--- config.mk ---
export PLATFORM = sky130hd
export DESIGN_NAME = alu_seq_exec
export DESIGN_NICKNAME = d
export VERILOG_FILES = /design/src/rtl/alu_seq_exec.sv
export SDC_FILE = /design/constraint.sdc
export NUM_CORES = 1
export LEC_CHECK = 0
export ABC_AREA = 1
export CORE_MARGIN = 5
export CORE_UTILIZATION = 30
export DETAILED_ROUTE_END_ITERATION = 7
export RECOVER_POWER = 100
export SLEW_MARGIN = 20
export SYNTH_ARGS = -nofsm -noshare
export SYNTH_HDL_FRONTEND = slang
export SYNTH_SLANG_ARGS = --single-unit
--- constraint.sdc ---
create_clock -name clk -period 2.8 [get_ports clk]
set_clock_uncertainty 0.2 [all_clocks]
set_input_delay 0.7 -clock clk [delete_from_list [all_inputs] [get_ports clk]]
set_output_delay 0.7 -clock clk [all_outputs]
set_load 0.1 [all_outputs]
--- src/rtl/alu_seq_exec.sv ---
// alu_seq_exec: decoded ALU with one-cycle logic/arith ops and WIDTH-cycle iterative multiply/divide.
// Holds one result at a time behind valid/ready handshakes on both sides.
module alu_seq_exec #(
    parameter int WIDTH   = 8,
    parameter int SHAMT_W = $clog2(WIDTH)
) (
    input  logic             clk,
    input  logic             rst_n,
    input  logic             in_valid,
    output logic             in_ready,
    input  logic [1:0]       op,
    input  logic [2:0]       funct3,
    input  logic [6:0]       funct7,
    input  logic [WIDTH-1:0] a,
    input  logic [WIDTH-1:0] b,
    output logic             out_valid,
    input  logic             out_ready,
    output logic [WIDTH-1:0] result,
    output logic             zero,
    output logic             illegal,
    output logic             busy
);
    typedef enum logic [1:0] {IDLE, MUL, DIV, DONE} state_t;

    localparam logic [3:0] C_ADD = 4'd0, C_SUB = 4'd1, C_AND = 4'd2, C_OR = 4'd3,
                           C_XOR = 4'd4, C_SLL = 4'd5, C_SRL = 4'd6, C_SLT = 4'd7,
                           C_MUL = 4'd8, C_MULHU = 4'd9, C_DIVU = 4'd10, C_REMU = 4'd11,
                           C_ILL = 4'd15;

    state_t                 state_q, state_d;
    logic [SHAMT_W-1:0]     cnt_q, cnt_d;
    logic [2*WIDTH-1:0]     acc_q, acc_d;
    logic [WIDTH-1:0]       opnd_q, opnd_d;
    logic                   hi_q, hi_d;
    logic [WIDTH-1:0]       result_q, result_d;
    logic                   zero_q, zero_d;
    logic                   illegal_q, illegal_d;

    logic [3:0]             code;
    logic [WIDTH-1:0]       alu_res;
    logic                   accept;
    logic [WIDTH:0]         msum, rsh, rdiff;
    logic [2*WIDTH-1:0]     mul_step, div_step, step;
    logic [WIDTH-1:0]       fin;

    always_comb begin
        code = C_ILL;
        case (op)
            2'b00: code = C_ADD;
            2'b01: code = C_SUB;
            2'b10: case ({funct7, funct3})
                10'b0000000_000: code = C_ADD;
                10'b0100000_000: code = C_SUB;
                10'b0000000_111: code = C_AND;
                10'b0000000_110: code = C_OR;
                10'b0000000_100: code = C_XOR;
                10'b0000000_001: code = C_SLL;
                10'b0000000_101: code = C_SRL;
                10'b0000000_011: code = C_SLT;
                10'b0000001_000: code = C_MUL;
                10'b0000001_011: code = C_MULHU;
                10'b0000001_101: code = C_DIVU;
                10'b0000001_111: code = C_REMU;
                default:         code = C_ILL;
            endcase
            default: case (funct3)
                3'b000:  code = C_ADD;
                3'b111:  code = C_AND;
                3'b110:  code = C_OR;
                3'b100:  code = C_XOR;
                3'b001:  code = C_SLL;
                3'b101:  code = C_SRL;
                3'b011:  code = C_SLT;
                default: code = C_ILL;
            endcase
        endcase
    end

    always_comb begin
        alu_res = '0;
        case (code)
            C_ADD:   alu_res = a + b;
            C_SUB:   alu_res = a - b;
            C_AND:   alu_res = a & b;
            C_OR:    alu_res = a | b;
            C_XOR:   alu_res = a ^ b;
            C_SLL:   alu_res = a << b[SHAMT_W-1:0];
            C_SRL:   alu_res = a >> b[SHAMT_W-1:0];
            C_SLT:   alu_res = WIDTH'($signed(a) < $signed(b));
            default: alu_res = '0;
        endcase
    end

    // Multiply: acc = {partial sum, remaining multiplier bits}; divide: acc = {remainder, dividend/quotient}.
    assign msum     = {1'b0, acc_q[2*WIDTH-1:WIDTH]} + {1'b0, acc_q[0] ? opnd_q : '0};
    assign mul_step = {msum, acc_q[WIDTH-1:1]};
    assign rsh      = {acc_q[2*WIDTH-1:WIDTH], acc_q[WIDTH-1]};
    assign rdiff    = rsh - {1'b0, opnd_q};
    assign div_step = rdiff[WIDTH] ? {rsh[WIDTH-1:0], acc_q[WIDTH-2:0], 1'b0}
                                   : {rdiff[WIDTH-1:0], acc_q[WIDTH-2:0], 1'b1};
    assign step     = (state_q == MUL) ? mul_step : div_step;
    assign fin      = hi_q ? step[2*WIDTH-1:WIDTH] : step[WIDTH-1:0];

    assign in_ready  = (state_q == IDLE) || (state_q == DONE && out_ready);
    assign accept    = in_valid && in_ready;
    assign out_valid = (state_q == DONE);
    assign busy      = (state_q == MUL) || (state_q == DIV);
    assign result    = result_q;
    assign zero      = zero_q;
    assign illegal   = illegal_q;

    always_comb begin
        state_d   = state_q;
        cnt_d     = cnt_q;
        acc_d     = acc_q;
        opnd_d    = opnd_q;
        hi_d      = hi_q;
        result_d  = result_q;
        zero_d    = zero_q;
        illegal_d = illegal_q;
        if (busy) begin
            acc_d = step;
            cnt_d = cnt_q + 1'b1;
            if (cnt_q == SHAMT_W'(WIDTH-1)) begin
                state_d   = DONE;
                result_d  = fin;
                zero_d    = (fin == '0);
                illegal_d = 1'b0;
            end
        end else if (accept) begin
            cnt_d = '0;
            hi_d  = (code == C_MULHU) || (code == C_REMU);
            if (code == C_MUL || code == C_MULHU) begin
                state_d = MUL;
                opnd_d  = a;
                acc_d   = {{WIDTH{1'b0}}, b};
            end else if (code == C_DIVU || code == C_REMU) begin
                state_d = DIV;
                opnd_d  = b;
                acc_d   = {{WIDTH{1'b0}}, a};
            end else begin
                state_d   = DONE;
                result_d  = alu_res;
                zero_d    = (alu_res == '0);
                illegal_d = (code == C_ILL);
            end
        end else if (state_q == DONE && out_ready) begin
            state_d = IDLE;
        end
    end

    always_ff @(posedge clk or negedge rst_n) begin
        if (!rst_n) begin
            state_q   <= IDLE;
            cnt_q     <= '0;
            acc_q     <= '0;
            opnd_q    <= '0;
            hi_q      <= 1'b0;
            result_q  <= '0;
            zero_q    <= 1'b0;
            illegal_q <= 1'b0;
        end else begin
            state_q   <= state_d;
            cnt_q     <= cnt_d;
            acc_q     <= acc_d;
            opnd_q    <= opnd_d;
            hi_q      <= hi_d;
            result_q  <= result_d;
            zero_q    <= zero_d;
            illegal_q <= illegal_d;
        end
    end
endmodule
== After elaboration in Yosys (flattened, before gate mapping) ==
Index checks and enable logic that the tools add are counted.
Storage, ports and cells
  bits in registers: 40
  input bits: 32
  output and inout bits: 13
Operators by class
  $add $sub $neg: 5
  magnitude comparators: 1
  equal/unequal tests: 38
  shifts and indexed selects: 2
  muxes and demuxes: 37
  bitwise operators: 4
  reduce and logical (&&, ||, !) cells: 23
Operators with widths (count)
  16-bit two-way mux: 6
  8-bit two-way mux: 9
  8-bit case mux with 8 select lines: 1
  4-bit case mux with 12 select lines: 1
  10-bit by 3-bit == test with 1-bit output (second input constant): 4
  10-bit by 4-bit == test with 1-bit output (second input constant): 4
  4-bit case mux with 7 select lines: 1
  4-bit == test (second input constant): 5
  4-bit by 3-bit == test with 1-bit output (second input constant): 4
  8-bit logical NOT: 2
  3-bit == test (second input constant): 5
  4-bit case mux with 3 select lines: 1
  1-bit two-way mux: 11
  10-bit by 1-bit == test with 1-bit output (second input constant): 1
  10-bit by 2-bit == test with 1-bit output (second input constant): 1
  10-bit by 9-bit == test with 1-bit output (second input constant): 1
  10-bit logical NOT: 1
  2-bit two-way mux: 5
  8-bit by 8-bit adder with 9-bit output: 1
  9-bit by 8-bit subtractor with 9-bit output: 1
  8-bit adder: 1
  8-bit AND: 1
  4-bit by 2-bit == test with 1-bit output (second input constant): 2
  8-bit less-than comparator: 1
  25 further kinds: 40

== Longest topological paths before layout ==
  depth after elaboration: 10
  depth in mapped cells: 21
  gate-level depth less buffers: 21

== Least setup slack after synthesis ==
OpenSTA, ideal clock, no wires.
  kind: register to register
  from: reg state_q[0]
  to: reg illegal_q, in the netlist illegal
  library setup time: 133 ps
  data arrival time: 3039 ps
  data required time: 2467 ps
  setup slack: -572 ps
  stages on the path, launching flop included: 15
  buffers on the path: 1
  cells stage by stage: dfrtp_1 -> ha_1 -> nand2_1 -> inv_1 -> or2_2 -> nand2_1 -> inv_1 -> nor2_1 -> nand2_1 -> o21ai_0 -> nor2_1 -> o21ai_2 -> clkbuf_1 -> nand2_1 -> o21ai_0
On the way
  longest elaborated chain between the ends: 6
Ends and longest elaborated chain
  from (decl): line 30  | state_t state_q, state_d;
  from (signal assigned): line 163  | state_q <= state_d;
  2-bit == test
  named net out_valid: line 16  | output logic out_valid,
  1-bit logical AND: line 104  | assign in_ready = (state_q == IDLE) || (state_q == DONE && out_ready);
  1-bit logical OR: line 104
  named net in_ready: line 10  | output logic in_ready,
  1-bit logical AND: line 105  | assign accept = in_valid && in_ready;
  2-bit nonzero test (no source line)
  4-bit AND reduction (no source line)
  to (signal assigned): line 170  | illegal_q <= illegal_d;
  to (decl): line 37  | logic illegal_q, illegal_d;
The timed path passes the listed nets, and every way through them passes these cells.
A chain may end at the register's enable or synchronous reset.

== Worst setup path in the final report ==
  from: in a[4]
  to: reg zero_q, in the netlist zero
On the way
  longest elaborated chain between the ends: 7
Ends and longest elaborated chain
  from (decl): line 14  | input logic [WIDTH-1:0] a,
  8-bit subtractor, or another cell as far along: line 83  | C_SUB: alu_res = a - b;
  8-bit case mux with 8 select lines (*): line 81  | case (code)
  8-bit logical NOT (*): line 144  | zero_d = (alu_res == '0);
  1-bit two-way mux (*): line 137  | end else if (code == C_DIVU || code == C_REMU) begin
  1-bit two-way mux (*): line 133  | if (code == C_MUL || code == C_MULHU) begin
  1-bit two-way mux (*): line 130  | end else if (accept) begin
  1-bit two-way mux (*): line 121  | if (busy) begin
  to (signal assigned): line 169  | zero_q <= zero_d;
  to (decl): line 36  | logic zero_q, zero_d;
Every way passes the cells marked *; elsewhere a longest branch is shown, timed or not. The select of a mux whose other input is x is not followed.

==> results.md <==
* CP Data Arrival Time at just under 3000 ps
* Mux share of post-synthesis cell area at 0%
* NetSw at slightly above 4000 µW
* GR Layer Usage met3 at under 10%
* Fill cells at 1,667
* Synth Area in XOR/XNOR at ~2.6%
* Crit-path leading delay family: simple AND/OR/NAND/NOR gates
* Most common cell after layout, fill and taps aside: nand2_1
* Combinational power share at 77.5%
* I/O pin count at between 40 and 50
* Ys flop type: dfrtp_1
* Layout Utilization at ~47%
* GR peak layer: met2
* Max-capacitance violation count at 0
* First-pass GRT wire length at between 20 and 30 mm
* Post-layout nets at ~1.1k
* RePlAce Congestion at ~0.95
* Kind of critical path: input pin to flop
* Worst Path Required at 2830 ps
* Most used cell, CP: nand2_1
* Worst-path clk slew at about 60 ps
* Leakage at roughly 0.004 µW
* Post-route total power at roughly 8000 µW
* Vias per cell at a little under 5
* Final hold vios at 0
* CTS tree: yes
* Main combinational cell family by area after synthesis: simple AND/OR/NAND/NOR gates
* Final setup viols at 3
* Result of the run: finished, violations left
* Syn Area/Cell at about 6.3 µm²
* Area Growth Syn to Fin at 55.02%
* Violated checks: negative setup slack
* Worst-margin pin slew at 1189 ps
* Hold crit path type: input pin to async pin
* Compound-Gate Fraction of Synth Area at between 10% and 20%
* Largest net degree at the start of global routing at 23
* Met2 usage at slightly below 30%
* Non-Filler Instances at approximately 1.2k
* IO buf count at 44
* Flops & latches, synth at 40
* Core area at 16,520 µm²
* Initial Utilization at a little under a third
* Worst relative slew slack at 21.04%
* Drt total wl at between 15 and 20 mm
* Tcrit/Tclk final at 102.5%
* Grt ovf at 0
* Async S/R FF share, synth at 100.0%
* Number of global-route vias before repair at about 5.8k
* Post-synth EDFFs at 0
* Switch share at a little over 50%
* RSZ-0062 raised after global routing: yes
* CTS HTree Levels at 2
* Yosys cell types at 45
* Largest cells by area after synthesis: dfrtp_1 20%, nand2_1 15%, ha_1 11%
* CP Buf/Inv Count at 3
* Via count at between 6k and 7k
* Cell breakdown of the critical path: clkdlybuf4s50_1 -> inv_1 -> ha_4 -> inv_2 -> nor3_2 -> nand2_1 -> nand2_1 -> xor2_1 -> nor2_1 -> nor2_1 -> nand2_1 -> nor2_2 -> nand3_1 -> o21bai_1 -> nand2_1 -> nand2_1
* Synthesized net count at 881
* DIE HEIGHT at between 100 and 150 µm
* Max FO, Critical Path at 5
* Routed WL per cell at around 15 µm
* Critical Path End Type: flop
* Die footprint at 19,500 µm²
* 1st-iter DRT viols at about 520
* ANT nets after route at 0
* DRC viols at 0
* Num CTS Buffers at 5
* Final hold slack at approximately 130 ps
* Critical Path Max Stage Delay at 500 ps
* Power per cell area at roughly 1000 nW/µm²
* All-Layer GR Usage at a little under a fifth
* Internal power at 3924 µW
* Final worst setup slack at -69.53 ps
* Site row count at 47
* Sequential fraction of the synthesis area at between 10% and 20%
* Antenna fix cells at 0
* Clk network pwr share at approximately 8.4%
* CTS sink cnt at 40
* Initial antenna violation count at 0
* Area of the mapped netlist at 5044 µm²
* Synth warnings at 0
* Critical Path Slowest Stage Cell: clkdlybuf4s50_1
* Min Tclk post-route at 2870 ps
* Cells after Synth at 799
* Met1 usage at approximately 25%
* Slew Limit Fails at 0
* Area leader, netlist: dfrtp_1
* CTS root buf: clkbuf_16
* Startpoint Class: input pin
* HPWL Detailed at about 14 mm
* Worst vdd ir at between 0.9 and 1 mV
* Area share of the largest cell type after synthesis at 19.85%
* Most frequent cells in the layout: 187 x nand2_1, 180 x buf_4, 80 x inv_1
* Max Clk Rate at 348.5 MHz
* Synth Area in Simple Gates at a little over a third
* Share of cells above drive strength 1 at 35.97%
* Dpl cells at about 1.2k
* DR pass1 iterations at 5
* Die Wd at between 100 and 150 µm
* Clock tree buffer depth at 2
* Reg power frac at 14.0%
* Worst-skew pair later-pin latency at a little under 300 ps
* Synth Area in Adders at between 10% and 20%
## path summary, 6_finish.rpt
check	depth (start not counted)	slack, ps	to	from
worst min register to register	1	300	cnt_q[0]	cnt_q[0]
min in group clk	1	300	cnt_q[0]	cnt_q[0]
worst max register to register	20	-50	zero	acc_q[7]
worst min-delay path	1	130	opnd_q[3]	rst_n
worst max-delay path	16	-70	zero	a[4]
max in group asynchronous	2	850	result[6]	rst_n
## cell usage after synthesis (8+ instances only)
cell / number
inv_1: 96
o21ai_0: 73
nor2_1: 74
o221ai_1: 16
buf_2: 8
xor2_1: 11
nand4_1: 20
dfrtp_1: 40
nand3_1: 81
o21ai_1: 10
ha_1: 46
clkbuf_1: 15
a21oi_1: 20
nand2_1: 201
## flip-flops by register name (all words and copies together), names as in the netlist
register and cells:
acc_q 16, opnd_q 8, result 8, cnt_q 3
state_q 2, hi_q 1, illegal 1, zero 1
## logic make-up after synthesis
family	after synthesis
compound gates	151
simple gates	408
buf+inv	135
fa+ha+maj	50
flops	40
xor+xnor	15
## power by group through the flow
stage          clock network (µW)  logic, µW  registers, µW
2_1_floorplan                   0       3040           1490
3_3_place_gp                    0       5580           1110
3_5_place_dp                    0       5640           1120
4_1_cts                       691       5990           1120
5_1_grt                       713       6850           1160
6_report                      679       6240           1130
## worst register-to-register path: cells and delay by family, from the launching register on
family	cells	cell delay, ps
DFF	1	380
buffers and inverters	3	250
adders and majority gates	2	480
AOI/OAI and AO/OA	2	330
and+or+nand+nor	13	1110
## layout make-up
| class | instances | area (µm²) | share of cell area, % |
|---|---|---|---|
| Multi-Input combinational cell | 625 | 3996 | 51.11 |
| Timing Repair Buffer | 246 | 1976 | 25.27 |
| Sequential cell | 40 | 1001 | 12.80 |
| Inverter | 104 | 399.1 | 5.105 |
| Tap cell | 220 | 275.3 | 3.521 |
| Clock buffer | 5 | 125.1 | 1.600 |
| Clock inverter | 3 | 46.29 | 0.5921 |
## what timing repair did
| action | in CTS | in global routing |
|---|---|---|
| gates cloned | 3 | 1 |
| setup buffers | 21 | 11 |
| pin swaps | 58 | 50 |
| hold buffers | 0 | 0 |
| gates resized for setup | 115 | 88 |
| endpoints found under the setup margin | 36 | 36 |
## routing by layer
layer	wire length, µm	vias up
li1	-	3109
met5	0	-
met4	395	0
met1	8431	2831
met2	8580	167
met3	779	29
## per-stage QoR
step,setup WS (ps),setup TNS (ps),area (µm²)
final,-69.53,-104.3,7819
after global routing,-254.7,-3182,7819
after CTS,-90.70,-142.0,7616
after detailed placement,-853.8,-19840,6968
after global placement,-888.2,-20380,6968
after floorplan,13.98,0,5109
Power figures use the tool's default switching activity.
